File: src/rtl/ula_seq_ctrl_if.sv
// Control bundle between the multicycle sequencer and the MIPS-subset datapath.
interface ula_seq_ctrl_if;

   // Instruction fields and ALU flags seen by the sequencer
   logic [5:0] opcode;
   logic [5:0] funct;
   logic       zero;
   logic       overflow;

   // Datapath controls driven by the sequencer
   logic [1:0] ula_a_sel;
   logic [1:0] ula_b_sel;
   logic [2:0] ula_op;
   logic       mem_read;
   logic       ir_write;
   logic       pc_write;
   logic [1:0] pc_src;
   logic       ab_write;
   logic       aluout_write;
   logic       reg_write;
   logic       reg_dst;
   logic       epc_write;
   logic       exc_cause;
   logic [3:0] state_dbg;

   // Sequencer side
   modport master (
      input  opcode, funct, zero, overflow,
      output ula_a_sel, ula_b_sel, ula_op, mem_read, ir_write, pc_write, pc_src,
             ab_write, aluout_write, reg_write, reg_dst, epc_write, exc_cause,
             state_dbg
   );

   // Datapath side
   modport slave (
      output opcode, funct, zero, overflow,
      input  ula_a_sel, ula_b_sel, ula_op, mem_read, ir_write, pc_write, pc_src,
             ab_write, aluout_write, reg_write, reg_dst, epc_write, exc_cause,
             state_dbg
   );

endinterface

File: src/rtl/ula_seq_ctrl.sv
// Multicycle control sequencer for a MIPS-subset datapath: fetch with fixed
// memory wait states, decode, execute, writeback, branch/jump and exceptions.
// Controls are registered by decoding the state being entered, so they are a
// function of the current state; only pc_write in BRANCH follows zero live.
module ula_seq_ctrl #(
   parameter int unsigned MEM_WAIT = 2
) (
   input logic             clk,
   input logic             reset,
   ula_seq_ctrl_if.master  bus
);

   localparam int unsigned CNT_W = 4;
   localparam logic [CNT_W-1:0] WAIT_LAST = CNT_W'(MEM_WAIT - 1);

   localparam logic [5:0] OP_RTYPE = 6'h00;
   localparam logic [5:0] OP_ADDI  = 6'h08;
   localparam logic [5:0] OP_BEQ   = 6'h04;
   localparam logic [5:0] OP_J     = 6'h02;
   localparam logic [5:0] FN_ADD   = 6'h20;
   localparam logic [5:0] FN_SUB   = 6'h22;
   localparam logic [5:0] FN_AND   = 6'h24;

   localparam logic [2:0] ALU_PASS = 3'b000;
   localparam logic [2:0] ALU_ADD  = 3'b001;
   localparam logic [2:0] ALU_SUB  = 3'b010;
   localparam logic [2:0] ALU_AND  = 3'b011;

   localparam logic CAUSE_OVF = 1'b0;
   localparam logic CAUSE_ILL = 1'b1;

   typedef enum logic [3:0] {
      S_RST    = 4'd0,
      S_FETCH  = 4'd1,
      S_IRLD   = 4'd2,
      S_DECODE = 4'd3,
      S_EXEC_R = 4'd4,
      S_EXEC_I = 4'd5,
      S_WB_R   = 4'd6,
      S_WB_I   = 4'd7,
      S_BRANCH = 4'd8,
      S_JUMP   = 4'd9,
      S_EXC    = 4'd10
   } state_t;

   typedef struct packed {
      logic [1:0] a_sel;
      logic [1:0] b_sel;
      logic [2:0] op;
      logic       mem_read;
      logic       ir_write;
      logic       pc_write;
      logic [1:0] pc_src;
      logic       ab_write;
      logic       aluout_write;
      logic       reg_write;
      logic       reg_dst;
      logic       epc_write;
      logic       exc_cause;
   } ctrl_t;

   state_t           state_q, state_nxt;
   logic [CNT_W-1:0] cnt_q, cnt_nxt;
   logic             cause_q, cause_nxt;
   ctrl_t            ctrl_q;

   // Supported R-type functions: add, sub, and
   function automatic logic is_rtype_fn(input logic [5:0] fn);
      return (fn == FN_ADD) || (fn == FN_SUB) || (fn == FN_AND);
   endfunction

   // Control word asserted while sitting in state st
   function automatic ctrl_t decode_ctrl(input state_t st, input logic [5:0] fn,
                                         input logic cause);
      ctrl_t c;
      c = '0;
      case (st)
         S_FETCH: begin
            c.mem_read = 1'b1;
         end
         S_IRLD: begin
            c.ir_write = 1'b1;
            c.a_sel    = 2'd0;
            c.b_sel    = 2'd1;
            c.op       = ALU_ADD;
            c.pc_src   = 2'd0;
            c.pc_write = 1'b1;
         end
         S_DECODE: begin
            c.ab_write     = 1'b1;
            c.a_sel        = 2'd0;
            c.b_sel        = 2'd3;
            c.op           = ALU_ADD;
            c.aluout_write = 1'b1;
         end
         S_EXEC_R: begin
            c.a_sel        = 2'd1;
            c.b_sel        = 2'd0;
            c.aluout_write = 1'b1;
            case (fn)
               FN_SUB:  c.op = ALU_SUB;
               FN_AND:  c.op = ALU_AND;
               default: c.op = ALU_ADD;
            endcase
         end
         S_EXEC_I: begin
            c.a_sel        = 2'd1;
            c.b_sel        = 2'd2;
            c.op           = ALU_ADD;
            c.aluout_write = 1'b1;
         end
         S_WB_R: begin
            c.reg_write = 1'b1;
            c.reg_dst   = 1'b1;
         end
         S_WB_I: begin
            c.reg_write = 1'b1;
            c.reg_dst   = 1'b0;
         end
         S_BRANCH: begin
            // pc_write is gated by the live zero flag at the output
            c.a_sel  = 2'd1;
            c.b_sel  = 2'd0;
            c.op     = ALU_SUB;
            c.pc_src = 2'd1;
         end
         S_JUMP: begin
            c.pc_src   = 2'd2;
            c.pc_write = 1'b1;
         end
         S_EXC: begin
            // PC already holds faulting address + 4; ALU forms PC-4 for EPC
            c.a_sel     = 2'd0;
            c.b_sel     = 2'd1;
            c.op        = ALU_SUB;
            c.epc_write = 1'b1;
            c.pc_src    = 2'd3;
            c.pc_write  = 1'b1;
            c.exc_cause = cause;
         end
         default: begin
            c    = '0;
            c.op = ALU_PASS;
         end
      endcase
      return c;
   endfunction

   // Next state, wait counter and exception cause
   always_comb begin
      state_nxt = S_RST;
      cnt_nxt   = cnt_q;
      cause_nxt = cause_q;
      case (state_q)
         S_RST: begin
            state_nxt = S_FETCH;
         end
         S_FETCH: begin
            if (cnt_q == WAIT_LAST) begin
               cnt_nxt   = '0;
               state_nxt = S_IRLD;
            end else begin
               cnt_nxt   = cnt_q + CNT_W'(1);
               state_nxt = S_FETCH;
            end
         end
         S_IRLD: begin
            state_nxt = S_DECODE;
         end
         S_DECODE: begin
            if (bus.opcode == OP_RTYPE && is_rtype_fn(bus.funct)) begin
               state_nxt = S_EXEC_R;
            end else if (bus.opcode == OP_ADDI) begin
               state_nxt = S_EXEC_I;
            end else if (bus.opcode == OP_BEQ) begin
               state_nxt = S_BRANCH;
            end else if (bus.opcode == OP_J) begin
               state_nxt = S_JUMP;
            end else begin
               state_nxt = S_EXC;
               cause_nxt = CAUSE_ILL;
            end
         end
         S_EXEC_R: begin
            // and cannot overflow, so its flag is ignored
            if (bus.overflow && (bus.funct != FN_AND)) begin
               state_nxt = S_EXC;
               cause_nxt = CAUSE_OVF;
            end else begin
               state_nxt = S_WB_R;
            end
         end
         S_EXEC_I: begin
            if (bus.overflow) begin
               state_nxt = S_EXC;
               cause_nxt = CAUSE_OVF;
            end else begin
               state_nxt = S_WB_I;
            end
         end
         S_WB_R, S_WB_I, S_BRANCH, S_JUMP, S_EXC: begin
            state_nxt = S_FETCH;
         end
         default: begin
            state_nxt = S_RST;
         end
      endcase
   end

   // State, counter, cause and registered control word
   always_ff @(posedge clk) begin
      if (reset) begin
         state_q <= S_RST;
         cnt_q   <= '0;
         cause_q <= 1'b0;
         ctrl_q  <= '0;
      end else begin
         state_q <= state_nxt;
         cnt_q   <= cnt_nxt;
         cause_q <= cause_nxt;
         ctrl_q  <= decode_ctrl(state_nxt, bus.funct, cause_nxt);
      end
   end

   // Drive the datapath controls
   assign bus.ula_a_sel    = ctrl_q.a_sel;
   assign bus.ula_b_sel    = ctrl_q.b_sel;
   assign bus.ula_op       = ctrl_q.op;
   assign bus.mem_read     = ctrl_q.mem_read;
   assign bus.ir_write     = ctrl_q.ir_write;
   assign bus.pc_write     = ctrl_q.pc_write | ((state_q == S_BRANCH) & bus.zero);
   assign bus.pc_src       = ctrl_q.pc_src;
   assign bus.ab_write     = ctrl_q.ab_write;
   assign bus.aluout_write = ctrl_q.aluout_write;
   assign bus.reg_write    = ctrl_q.reg_write;
   assign bus.reg_dst      = ctrl_q.reg_dst;
   assign bus.epc_write    = ctrl_q.epc_write;
   assign bus.exc_cause    = ctrl_q.exc_cause;
   assign bus.state_dbg    = state_q;

endmodule

File: src/flat_wrapper.sv
// flat-port wrapper written by rule: the top's interface ports become plain ports
module ula_seq_ctrl_flat 
#(
   parameter int unsigned MEM_WAIT = 2
)
  (clk, reset, bus_opcode, bus_funct, bus_zero, bus_overflow, bus_ula_a_sel, bus_ula_b_sel, bus_ula_op, bus_mem_read, bus_ir_write, bus_pc_write, bus_pc_src, bus_ab_write, bus_aluout_write, bus_reg_write, bus_reg_dst, bus_epc_write, bus_exc_cause, bus_state_dbg);
  ula_seq_ctrl_if bus_i ();
  input logic clk;
  input logic reset;
  input wire logic [$bits(bus_i.opcode)-1:0] bus_opcode;
  input wire logic [$bits(bus_i.funct)-1:0] bus_funct;
  input wire logic [$bits(bus_i.zero)-1:0] bus_zero;
  input wire logic [$bits(bus_i.overflow)-1:0] bus_overflow;
  output wire logic [$bits(bus_i.ula_a_sel)-1:0] bus_ula_a_sel;
  output wire logic [$bits(bus_i.ula_b_sel)-1:0] bus_ula_b_sel;
  output wire logic [$bits(bus_i.ula_op)-1:0] bus_ula_op;
  output wire logic [$bits(bus_i.mem_read)-1:0] bus_mem_read;
  output wire logic [$bits(bus_i.ir_write)-1:0] bus_ir_write;
  output wire logic [$bits(bus_i.pc_write)-1:0] bus_pc_write;
  output wire logic [$bits(bus_i.pc_src)-1:0] bus_pc_src;
  output wire logic [$bits(bus_i.ab_write)-1:0] bus_ab_write;
  output wire logic [$bits(bus_i.aluout_write)-1:0] bus_aluout_write;
  output wire logic [$bits(bus_i.reg_write)-1:0] bus_reg_write;
  output wire logic [$bits(bus_i.reg_dst)-1:0] bus_reg_dst;
  output wire logic [$bits(bus_i.epc_write)-1:0] bus_epc_write;
  output wire logic [$bits(bus_i.exc_cause)-1:0] bus_exc_cause;
  output wire logic [$bits(bus_i.state_dbg)-1:0] bus_state_dbg;
  assign bus_i.opcode = bus_opcode;
  assign bus_i.funct = bus_funct;
  assign bus_i.zero = bus_zero;
  assign bus_i.overflow = bus_overflow;
  assign bus_ula_a_sel = bus_i.ula_a_sel;
  assign bus_ula_b_sel = bus_i.ula_b_sel;
  assign bus_ula_op = bus_i.ula_op;
  assign bus_mem_read = bus_i.mem_read;
  assign bus_ir_write = bus_i.ir_write;
  assign bus_pc_write = bus_i.pc_write;
  assign bus_pc_src = bus_i.pc_src;
  assign bus_ab_write = bus_i.ab_write;
  assign bus_aluout_write = bus_i.aluout_write;
  assign bus_reg_write = bus_i.reg_write;
  assign bus_reg_dst = bus_i.reg_dst;
  assign bus_epc_write = bus_i.epc_write;
  assign bus_exc_cause = bus_i.exc_cause;
  assign bus_state_dbg = bus_i.state_dbg;
  ula_seq_ctrl #(.MEM_WAIT(MEM_WAIT)) u_core (.clk(clk), .reset(reset), .bus(bus_i));
endmodule
File: config.mk
export PLATFORM = sky130hd
export DESIGN_NAME = ula_seq_ctrl_flat
export DESIGN_NICKNAME = d
export VERILOG_FILES = /design/src/rtl/ula_seq_ctrl_if.sv /design/src/rtl/ula_seq_ctrl.sv /design/src/flat_wrapper.sv
export SDC_FILE = /design/constraint.sdc
export NUM_CORES = 1
export LEC_CHECK = 0
export BUFFER_PORTS_ARGS = -buffer_cell sky130_fd_sc_hd__buf_2
export CAP_MARGIN = 20
export CORE_ASPECT_RATIO = 0.9
export CORE_MARGIN = 4
export CORE_UTILIZATION = 45
export CTS_CLUSTER_DIAMETER = 30
export DETAILED_ROUTE_END_ITERATION = 10
export GPL_ROUTABILITY_DRIVEN = 1
export PLACE_DENSITY = 0.72
export RECOVER_POWER = 100
export SLEW_MARGIN = 20
export SYNTH_ARGS = -nofsm -noshare
export SYNTH_HDL_FRONTEND = slang
export SYNTH_SLANG_ARGS = --single-unit
export TNS_END_PERCENT = 5
File: constraint.sdc
create_clock -name clk -period 2.3 [get_ports clk]
set_input_delay 0.69 -clock clk [delete_from_list [all_inputs] [get_ports clk]]
set_output_delay 0.69 -clock clk [all_outputs]
set_load 0.05 [all_outputs]
==> summary.txt <==
LOGIC SYNTHESIS
------------------------------------------------------------------------------------
Synthesized area per cell                                                  9.055 um2
Library cell occupying the most area in the post-synthesis netlist      sky130_fd_sc_hd__dfxtp_1
Fraction of post-synthesis cell area in the top cell type by area             39.76%
Sequential-to-total area share from yosys stat                                39.76%
Async set or reset register ratio after synthesis                                 0%
Cell count after synthesis                                                       139
Leading post-synthesis cells by cell area                               sky130_fd_sc_hd__dfxtp_1 40%, sky130_fd_sc_hd__buf_4 6.0%, sky130_fd_sc_hd__nor2_1 4.8%
Synth Register Bits                                                               25
Number of warning messages in the yosys log                                        0
Commonest register cell after synthesis                                 sky130_fd_sc_hd__dfxtp_1
Summed instance area of the synthesized netlist                             1259 um2
Post-synth EDFFs                                                                   0
Unique masters post-synth                                                         47

CRITICAL PATH
------------------------------------------------------------------------------------
Required @ worst endpoint                                                    1.61 ns
Setup slack of the most critical reg-to-reg path                             0.22 ns
Reg2Reg Depth                                                                      5
Maximum single-stage delay on the critical path                              0.43 ns
Crit end category                                                        output port
Crit Path Category                                                        reg -> out
Worst-path cell chain                                                   clkbuf_2 -> o41ai_4 -> buf_2
Worst Path Max Fanout                                                             12
Reg2reg end                                                             u_core.ctrl_q[8]
Count of buffering cells on the critical path with inverters included              2
Critical path launch point type                                             register
Cell family with the largest share of critical-path delay               buffers and inverters
Crit path arrival time                                                       1.50 ns
Slowest cell on the critical path                                       sky130_fd_sc_hd__dfxtp_1
Source of the worst register-to-register timing path                    u_core.bus.state_dbg[2]
Source of the critical timing path                                      u_core.bus.state_dbg[1]

PLACEMENT
------------------------------------------------------------------------------------
DP Worst Slack                                                            0.02039 ns
Number of instances in the placed design                                         191
Post-DP HPWL                                                                 2064 um
Final weighted congestion in routability-driven placement                     0.8762
Number of buffers inserted by port buffering                                      35

POWER AND IR DROP
------------------------------------------------------------------------------------
Clock share of power                                                           18.4%
Worst IR drop on VDD                                                       0.2147 mV
Internal Power                                                             0.6353 mW
Leakage                                                                    0.5378 nW
Power density of the placed cells                                       736.0 nW/um2
Switching share of power                                                      38.02%
Comb pwr share                                                                 33.2%
Net switching power of the design                                          0.3897 mW
Sequential cell fraction of total power                                        48.4%

CLOCKING
------------------------------------------------------------------------------------
Clk_lat worst skew                                                           0.31 ns
CTS tree                                                                       built
Number of buffers added by the clock tree synthesis step                           3
Total number of H-tree levels                                                      1
CTS Sinks                                                                         25
Worst-path clk slew                                                          0.12 ns
Max clock buf depth                                                                2
Cell chosen for the clock root                                          sky130_fd_sc_hd__clkbuf_4
Buffers inserted during post-CTS setup optimization                                0
Quantity of gates resized following cts                                            0
Number of hold buffers added after CTS                                             0

STA
------------------------------------------------------------------------------------
Final worst hold slack                                                     0.5233 ns
Worst Slack Setup Final                                                    0.1073 ns
Total count of hold-check failures in the final report                             0
Setup tns final                                                                 0 ns
Worst-margin pin slew                                                      0.6166 ns
Final critical delay including setup and external delays                    2.193 ns
RSZ-0062 raised after global routing                                           false
Max Transition Viols Final                                                         0
Post-route clock period utilization                                           95.33%
Max Fclk                                                                   456.1 MHz
Worst clock skew on the final layout                                     0.009050 ns
Setup-violating endpoint count in the final report                                 0
Max-Slew Margin vs Limit                                                      59.07%

WORST HOLD PATH
------------------------------------------------------------------------------------
Hold path startpoint                                                    u_core.cnt_q[1]
Endpoint of the worst hold path                                         u_core.cnt_q[1]
Worst min-delay path category                                             reg -> reg
Hold Path Cell Cnt                                                                 2

DETAILED ROUTING
------------------------------------------------------------------------------------
Wire length per cell                                                        13.27 um
DRC errors left                                                                    0
Iter 0 DRT Violations                                                             20
Via count normalized by instance count                                         5.349
Number of routed nets with antenna violations                                      0
Number of detailed-route iterations in the first pass                              4
Total number of vias                                                           1,043
Total routed wirelength                                                      2588 um

FLOORPLAN
------------------------------------------------------------------------------------
Row count                                                                         17
Die height                                                                  58.18 um
X dimension of the die                                                      63.75 um
Boundary pin count                                                                38
Initial Utilization                                                           49.31%
Floorplan Core Area                                                         2552 um2
Total Die Area                                                              3709 um2

CELLS AND AREA
------------------------------------------------------------------------------------
Share of final-layout standard cells stronger than drive strength 1           21.56%
Number of antenna diodes                                                           0
Layout Cells excl Fill                                                           195
Nets@finish                                                                      184
Synth-to-Final Area Change                                                    10.64%
Fraction of the core area covered by cells at the end of the flow             54.56%

RUN
------------------------------------------------------------------------------------
Max-cap violation count                                                            0

GLOBAL ROUTING
------------------------------------------------------------------------------------
Total GRT Usage                                                               14.85%
Via count of the first global-routing pass                                       959
Overall overflow remaining after global route                                      0
First-pass GRT wire length                                                   4416 um
Largest net degree at the start of global routing                                 21
Initial antenna violation count                                                    0

OUTCOME
------------------------------------------------------------------------------------
Run status                                                              finished, final reports clean

-- registers in the layout, indices dropped and copies added, names as in the netlist, 2 cells and up --
name,cells
u_core.bus.pc_src,2
u_core.bus.state_dbg,4
u_core.bus.ula_b_sel,2
u_core.bus.ula_op,2
u_core.cnt_q,4
-- worst max-delay path by stage --
stage / to / slack (ns) / cells past startpoint
2_1_floorplan: u_core.ctrl_q[8] / 0.07 / 7
3_3_place_gp: u_core.ctrl_q[8] / 0.08 / 6
3_5_place_dp: u_core.bus.mem_read / 0.02 / 6
4_1_cts: bus_pc_write / 0.09 / 3
5_1_grt: u_core.bus.mem_read / 0.02 / 6
6_report: bus_pc_write / 0.11 / 3
-- placed cells by master, fill, tap and decap left out, types with 2 or more instances in the layout --
cell type                   n
sky130_fd_sc_hd__nor3_1     4
sky130_fd_sc_hd__nand2b_1   4
sky130_fd_sc_hd__nor2b_1    5
sky130_fd_sc_hd__xor2_1     4
sky130_fd_sc_hd__a21oi_1   10
sky130_fd_sc_hd__nand2_1    7
sky130_fd_sc_hd__clkbuf_1  17
sky130_fd_sc_hd__or3_1      3
sky130_fd_sc_hd__o21ai_0    2
sky130_fd_sc_hd__buf_2     16
sky130_fd_sc_hd__clkbuf_2   3
sky130_fd_sc_hd__clkbuf_4   3
sky130_fd_sc_hd__a211oi_1   4
sky130_fd_sc_hd__nor2_1    16
sky130_fd_sc_hd__nor4_1     4
sky130_fd_sc_hd__nor3b_1    2
sky130_fd_sc_hd__buf_4      2
sky130_fd_sc_hd__or2_2      3
sky130_fd_sc_hd__nand3_1    3
sky130_fd_sc_hd__dfxtp_1   25
sky130_fd_sc_hd__conb_1     2
sky130_fd_sc_hd__inv_1      4
-- Yosys cell counts, types with 4 or more instances --
library cell,instances
sky130_fd_sc_hd__nand2_1,7
sky130_fd_sc_hd__nor2_1,16
sky130_fd_sc_hd__inv_1,4
sky130_fd_sc_hd__nor2b_1,5
sky130_fd_sc_hd__xor2_1,4
sky130_fd_sc_hd__a21oi_1,10
sky130_fd_sc_hd__dfxtp_1,25
sky130_fd_sc_hd__buf_4,10
sky130_fd_sc_hd__nand2b_1,4
-- worst register-to-register path: cells and delay by family (launching register included) --
kind            cells  cell delay, ns
flops               1            0.57
compound gates      3            0.62
simple gates        2            0.83
-- per-layer routing --
metal	routed length, um	track usage, %	vias up
met5	0	0	-
met4	42	6.154	0
met3	158	2.519	4
met2	1107	21.58	36
met1	1280	21.63	468
li1	-	-	535
-- stage by stage --
step / cell area (um2) / power, mW
6_report: 1393 / 1.025
3_3_place_gp: 1418 / 0.8520
3_5_place_dp: 1418 / 0.8596
5_1_grt: 1393 / 1.083
4_1_cts: 1445 / 1.044
2_1_floorplan: 1281 / 0.7890
-- layout make-up --
| type | count | area, um2 |
|---|---|---|
| Fill cell | 247 | 1160 |
| Multi-Input combinational cell | 96 | 640.6 |
| Sequential cell | 25 | 500.5 |
| Timing Repair Buffer | 38 | 173.9 |
| Tap cell | 28 | 35.03 |
| Clock buffer | 3 | 22.52 |
| Inverter | 4 | 15.01 |
| Clock inverter | 1 | 5.005 |
-- power by group through the flow --
stage                     registers [mW]  clock network (mW)  logic [mW]
after floorplan                    0.554                   0       0.235
after global placement             0.503                   0       0.349
after detailed placement           0.506                   0       0.354
after CTS                          0.496               0.193       0.356
after global routing               0.502               0.217       0.364
final                              0.496               0.189       0.340
-- kinds of logic after synthesis --
group           synth area share [%]
compound gates                 16.80
xor+xnor                       3.479
flops                          39.76
other cells                   0.2979
simple gates                   30.02
fa+ha+maj                     0.7953
buf+inv                        8.846
Power figures use the tool's default switching activity.
